**src/rtl/ysyx_25040109_trap_ctrl.sv**
```systemverilog
// ysyx_25040109_trap_ctrl
//   Owns the single write port of the machine-mode CSR file. Serialises
//   Zicsr read-modify-write ops, ecall/illegal trap entry and mret into at
//   most one CSR write per cycle, returns the old CSR value for rd and
//   issues PC redirects for trap entry/return.
//
// Ports
//   clk, rst              clock, synchronous active-high reset
//   req_valid/req_ready   EXU request handshake (ready only in IDLE)
//   req_op/addr/src/...   request payload, latched on accept
//   csr_we/addr/wdata     CSR file write port (addr also drives the read)
//   csr_rdata             combinational read data for csr_addr
//   mstatus_i/mepc_i/mtvec_i  current CSR values
//   resp_valid/resp_rdata one-cycle completion pulse + old CSR value
//   redirect_valid/pc     PC redirect, coincident with resp_valid
//
// state    | meaning
// IDLE     | waiting for a request, req_ready high
// CSR_RMW  | read old value, write new value (csrrw/csrrs/csrrc)
// T_EPC    | trap entry: mepc <= pc
// T_CAUSE  | trap entry: mcause <= cause
// T_STATUS | trap entry: mstatus update, redirect to mtvec
// R_STATUS | mret: mstatus update, redirect to mepc
// DONE     | resp_valid (and redirect_valid for trap/mret)

module ysyx_25040109_trap_ctrl #(
  parameter logic [31:0] ECALL_CAUSE = 32'd11,
  parameter logic [31:0] ILL_CAUSE   = 32'd2
) (
  input  logic        clk,
  input  logic        rst,
  input  logic        req_valid,
  output logic        req_ready,
  input  logic [2:0]  req_op,
  input  logic [11:0] req_addr,
  input  logic [31:0] req_src,
  input  logic        req_src_x0,
  input  logic [31:0] req_pc,
  output logic        csr_we,
  output logic [11:0] csr_addr,
  output logic [31:0] csr_wdata,
  input  logic [31:0] csr_rdata,
  input  logic [31:0] mstatus_i,
  input  logic [31:0] mepc_i,
  input  logic [31:0] mtvec_i,
  output logic        resp_valid,
  output logic [31:0] resp_rdata,
  output logic        redirect_valid,
  output logic [31:0] redirect_pc
);

  localparam logic [2:0] S_IDLE     = 3'd0;
  localparam logic [2:0] S_CSR_RMW  = 3'd1;
  localparam logic [2:0] S_T_EPC    = 3'd2;
  localparam logic [2:0] S_T_CAUSE  = 3'd3;
  localparam logic [2:0] S_T_STATUS = 3'd4;
  localparam logic [2:0] S_R_STATUS = 3'd5;
  localparam logic [2:0] S_DONE     = 3'd6;

  localparam logic [2:0] OP_CSRRW = 3'd0;
  localparam logic [2:0] OP_CSRRS = 3'd1;
  localparam logic [2:0] OP_CSRRC = 3'd2;
  localparam logic [2:0] OP_ECALL = 3'd3;
  localparam logic [2:0] OP_MRET  = 3'd4;

  logic [2:0]  r_state;
  logic [2:0]  w_state_nxt;
  logic [2:0]  r_op;
  logic [11:0] r_addr;
  logic [31:0] r_src;
  logic        r_src_x0;
  logic [31:0] r_pc;
  logic        r_redir;
  logic [31:0] r_resp_rdata;
  logic [31:0] r_redirect_pc;
  logic        w_we;
  logic        w_accept;

  assign req_ready      = (r_state == S_IDLE);
  assign w_accept       = req_valid && req_ready;
  assign resp_valid     = (r_state == S_DONE);
  assign redirect_valid = (r_state == S_DONE) && r_redir;
  assign resp_rdata     = r_resp_rdata;
  assign redirect_pc    = r_redirect_pc;
  // Gated by rst so a reset landing mid-sequence suppresses that cycle's write.
  assign csr_we         = w_we && !rst;

  always_comb begin
    w_state_nxt = r_state;
    w_we        = 1'b0;
    csr_addr    = 12'h000;
    csr_wdata   = 32'h0;
    case (r_state)
      S_IDLE: begin
        if (req_valid) begin
          if (req_op <= OP_CSRRC)     w_state_nxt = S_CSR_RMW;
          else if (req_op == OP_MRET) w_state_nxt = S_R_STATUS;
          else                        w_state_nxt = S_T_EPC;
        end
      end
      S_CSR_RMW: begin
        csr_addr = r_addr;
        case (r_op)
          OP_CSRRS: csr_wdata = csr_rdata | r_src;
          OP_CSRRC: csr_wdata = csr_rdata & ~r_src;
          default:  csr_wdata = r_src;
        endcase
        // csrrs/csrrc with rs1=x0 / uimm=0 are pure reads.
        w_we        = (r_op == OP_CSRRW) || !r_src_x0;
        w_state_nxt = S_DONE;
      end
      S_T_EPC: begin
        w_we        = 1'b1;
        csr_addr    = 12'h341;
        csr_wdata   = r_pc;
        w_state_nxt = S_T_CAUSE;
      end
      S_T_CAUSE: begin
        w_we        = 1'b1;
        csr_addr    = 12'h342;
        csr_wdata   = (r_op == OP_ECALL) ? ECALL_CAUSE : ILL_CAUSE;
        w_state_nxt = S_T_STATUS;
      end
      S_T_STATUS: begin
        // MPP=M, MPIE<=MIE, MIE<=0
        w_we        = 1'b1;
        csr_addr    = 12'h300;
        csr_wdata   = {mstatus_i[31:13], 2'b11, mstatus_i[10:8], mstatus_i[3],
                       mstatus_i[6:4], 1'b0, mstatus_i[2:0]};
        w_state_nxt = S_DONE;
      end
      S_R_STATUS: begin
        // MPP stays M (M-only core), MIE<=MPIE, MPIE<=1
        w_we        = 1'b1;
        csr_addr    = 12'h300;
        csr_wdata   = {mstatus_i[31:13], 2'b11, mstatus_i[10:8], 1'b1,
                       mstatus_i[6:4], mstatus_i[7], mstatus_i[2:0]};
        w_state_nxt = S_DONE;
      end
      S_DONE:  w_state_nxt = S_IDLE;
      default: w_state_nxt = S_IDLE;
    endcase
  end

  always_ff @(posedge clk) begin
    if (rst) begin
      r_state       <= S_IDLE;
      r_op          <= 3'd0;
      r_addr        <= 12'h000;
      r_src         <= 32'h0;
      r_src_x0      <= 1'b0;
      r_pc          <= 32'h0;
      r_redir       <= 1'b0;
      r_resp_rdata  <= 32'h0;
      r_redirect_pc <= 32'h0;
    end else begin
      r_state <= w_state_nxt;
      if (w_accept) begin
        r_op     <= req_op;
        r_addr   <= req_addr;
        r_src    <= req_src;
        r_src_x0 <= req_src_x0;
        r_pc     <= req_pc;
        r_redir  <= (req_op >= OP_ECALL);
      end
      case (r_state)
        S_CSR_RMW:  r_resp_rdata <= csr_rdata;
        S_T_EPC:    r_resp_rdata <= 32'h0;
        S_T_STATUS: r_redirect_pc <= mtvec_i & ~32'h3;
        S_R_STATUS: begin
          r_resp_rdata  <= 32'h0;
          r_redirect_pc <= mepc_i;
        end
        default: ;
      endcase
    end
  end

endmodule

```
**config.mk**
```make
export PLATFORM = sky130hd
export DESIGN_NAME = ysyx_25040109_trap_ctrl
export DESIGN_NICKNAME = d
export VERILOG_FILES = /design/src/rtl/ysyx_25040109_trap_ctrl.sv
export SDC_FILE = /design/constraint.sdc
export NUM_CORES = 1
export LEC_CHECK = 0
export ABC_AREA = 1
export CORE_AREA = 5 5 132 134
export DETAILED_ROUTE_END_ITERATION = 6
export DIE_AREA = 0 0 137 139
export PLACE_DENSITY = 0.9
export SLEW_MARGIN = 20
export SYNTH_ARGS = -nofsm -noshare
export SYNTH_HDL_FRONTEND = slang
export SYNTH_SLANG_ARGS = --single-unit
```
**constraint.sdc**
```tcl
create_clock -name clk -period 2.1 [get_ports clk]
set_input_delay 0.21 -clock clk [delete_from_list [all_inputs] [get_ports clk]]
set_output_delay 0.21 -clock clk [all_outputs]
set_load 0.005 [all_outputs]
```
==> summary.md <==
| Metric | Value |
|---|---|
| Outcome | finished clean |
| Cell Area, Synth | between 7000 and 8000 µm² |
| Cells after DPL | between 1500 and 2000 |
| Fin cells | ~1700 |
| EDFF count, synth | 0 |
| Post-layout util | 0.730 |
| Cell Pwr Density | ~950 nW/µm² |
| Row Count | between 40 and 50 |
| Number of global-route vias before repair | approximately 8800 |
| CP required | approximately 1900 ps |
| Post-DP HPWL | roughly 20 mm |
| Layout cells sized above 1 | 0.119 |
| Final Hold Vio Count | 0 |
| First-pass GRT wire length | about 45 mm |
| H-tree depth | 4 |
| Max Fanout on Critical Path | 6 |
| DR vias | a little under 9000 |
| Relative slew slack | 0.652 |
| Final wirelength | ~29 mm |
| Seq/Total Area, Yosys | 0.412 |
| Clk_lat worst skew | approximately 420 ps |
| Register area | 2980 µm² |
| Synth area leaders | dfxtp_1 (41%), nand2_1 (17%), nor2_1 (9.7%) |
| Drt pass-1 iters | 5 |
| Final Skew | just over 10 ps |
| RSZ-0062 raised after global routing | yes |
| Yosys cell types | 22 |
| Crit path kind | reg -> out |
| Clock slew at reported path FFs | 60 ps |
| Chip Width | around 140 µm |
| Initial Util | 0.445 |
| I/O pin count | approximately 320 |
| Max Buffers Root-to-Sink | 2 |
| DP Area | 10700 µm² |
| Die Area | 19000 µm² |
| Fin. max-slew vios | 0 |
| Vias per Instance | ~5.2 |
| F_max | roughly 0.48 GHz |
| GRT overflow | 0 |
| CTS sink count | about 150 |
| Yosys reg bits | between 100 and 150 |
| Number of antenna violations at the first check in global routing | 2 |
| Most common cell in the netlist | nand2_1 |
| Initial DRC Count | around 760 |
| Post-route cell area | ~12000 µm² |
| Fillers | approximately 1300 |
| Crit end category | primary output |
| VDD IR max | roughly 0.00057 V |
| Synth Flop Type | dfxtp_1 |
| Worst setup SP type | flop |
| Final nets | around 1700 |
| Final period util | 0.988 |
| R2r setup slk | 390 ps |
| Worst min-delay path class | in -> reg |
| GRT Util Overall | 0.294 |
| Routed WL per cell | between 15 and 20 µm |
| Core area | 16200 µm² |
| Async SR Flop Fraction | 0 |
| Post-synth top area share | 0.412 |
| Final Power | between 10 and 15 mW |
| Slew @ Worst Pin | approximately 520 ps |
| Antenna-violating nets left | 0 |
| Critical Path AT | around 1900 ps |
| LEAKAGE | approximately 5.4 nW |
| Die Span Y | ~140 µm |
| Syn Inst Count | roughly 1200 |
| Cell taking the most area after synthesis | dfxtp_1 |
| Max-cap viol count | 0 |
| DRC | 0 |
| Syn avg cell area | around 6.2 µm² |
| CTS tree | done |
| Area growth syn-to-layout | 64.2% |
| Net Count, Synth | approximately 1400 |
| Multi-input combinational cell area | 3550 µm² |
| Min cycle time layout | 2070 ps |
| RD Place Congestion | just under 0.9 |
| Count of final setup violators | 0 |
| Largest net degree at the start of global routing | 75 |
| Root buffer cell | clkbuf_16 |
| Cts bufs inserted | 17 |
| PortBufs | 318 |
| Synth warn | 0 |
| Hold WS | roughly 160 ps |
| Commonest cells in the synthesized netlist | nand2_1 (332), nor2_1 (186), dfxtp_1 (148), o21ai_0 (110), inv_1 (103) |
## where the power goes
group / internal [mW] / total (mW) / switching (mW) / leakage (nW)
sequential: 3.29 / 3.59 / 0.297 / 1.22
combinational: 1.94 / 4.12 / 2.18 / 3.84
clock: 2.26 / 3.51 / 1.24 / 0.320
total: 7.49 / 11.2 / 3.73 / 5.38
## kinds of logic after synthesis
| logic type | Yosys count | share of synthesized area |
|---|---|---|
| and+or+nand+nor | 606 | 0.336 |
| AOI/OAI and AO/OA | 208 | 0.145 |
| DFF | 148 | 0.412 |
| buffers and inverters | 190 | 0.108 |
## cells in the final DEF (no fill, tap or decap), types with 2 or more instances in the layout
master           count
nand2_1            309
clkdlybuf4s50_1    272
nor2_1             185
dfxtp_1            142
o21ai_0            110
inv_1               98
a21oi_1             96
nand3_1             71
buf_4               45
nand2_2             26
clkbuf_16           18
buf_2               18
dlygate4sd2_1       15
buf_12              12
buf_6                8
clkinv_1             7
inv_2                7
clkbuf_2             7
bufinv_16            6
nor2_4               4
nand4_1              4
clkdlybuf4s15_1      4
dfxtp_2              4
inv_4                3
buf_8                3
diode_2              2
nand2_4              2
o21ai_1              2
clkinvlp_4           2
clkinv_4             2
buf_16               2
bufbuf_16            2
dfxtp_4              2
## worst max-delay path: stages (launching register included)
cell and delay [ps]:
dfxtp_2 330, inv_4 70, nand2_4 50, nor2_4 140
buf_12 130, buf_8 100, buf_16 110, buf_8 100
buf_6 90, nand2_2 50, inv_2 40, nand2_2 50
nand2_2 70, buf_6 90
## flip-flops by register name, summed over array words and instances (netlist names)
| name | cells |
|---|---|
| r_pc | 32 |
| r_src | 32 |
| redirect_pc | 32 |
| resp_rdata | 32 |
| r_addr | 12 |
| r_op | 3 |
| r_state | 3 |
| r_redir | 1 |
| r_src_x0 | 1 |
## layout make-up
cell class / count / share of cell area
multi-input cells: 814 / 0.301
diodes: 2 / 0.000424
repair buffers: 390 / 0.330
clock inverters: 12 / 0.0192
flip-flops and latches: 148 / 0.252
inverters: 115 / 0.0372
clock buffers: 19 / 0.0375
well taps: 220 / 0.0233
## routing by layer
metal  share of wire  GRT usage  vias up  routed length (µm)
li1                -          -     4261                   -
met1            0.38      0.350     4056               11000
met2            0.48      0.495      484               14100
met3           0.097     0.0766       91                2810
met4           0.040      0.131        0                1170
met5               0          0        -                   0
## metrics by stage
step | TNS (ps) | setup WS, ps
floorplan | 0 | 717
global placement | 0 | 93.3
detailed placement | 0 | 62.6
CTS | -35.9 | -35.9
global route | -290 | -73.0
finish | 0 | 25.6
## path summary, 6_finish.rpt
path	start	endpoint	cells past startpoint
min	rst	redirect_pc[4]	2
max	r_state[1]	csr_wdata[31]	13
max reg2reg	r_state[1]	resp_rdata[12]	12
min reg2reg	redirect_pc[4]	redirect_pc[4]	2
## repair_timing
action | 4_1_cts | 5_1_grt
cloned | 4 | 1
hold buffers | 0 | 0
resized for setup | 142 | 40
setup buffers | 21 | 4
endpoints found under the setup margin | 46 | 42
pin swaps | 10 | 8
endpoints found under the hold margin | 0 | 0
Power figures use the tool's default switching activity.
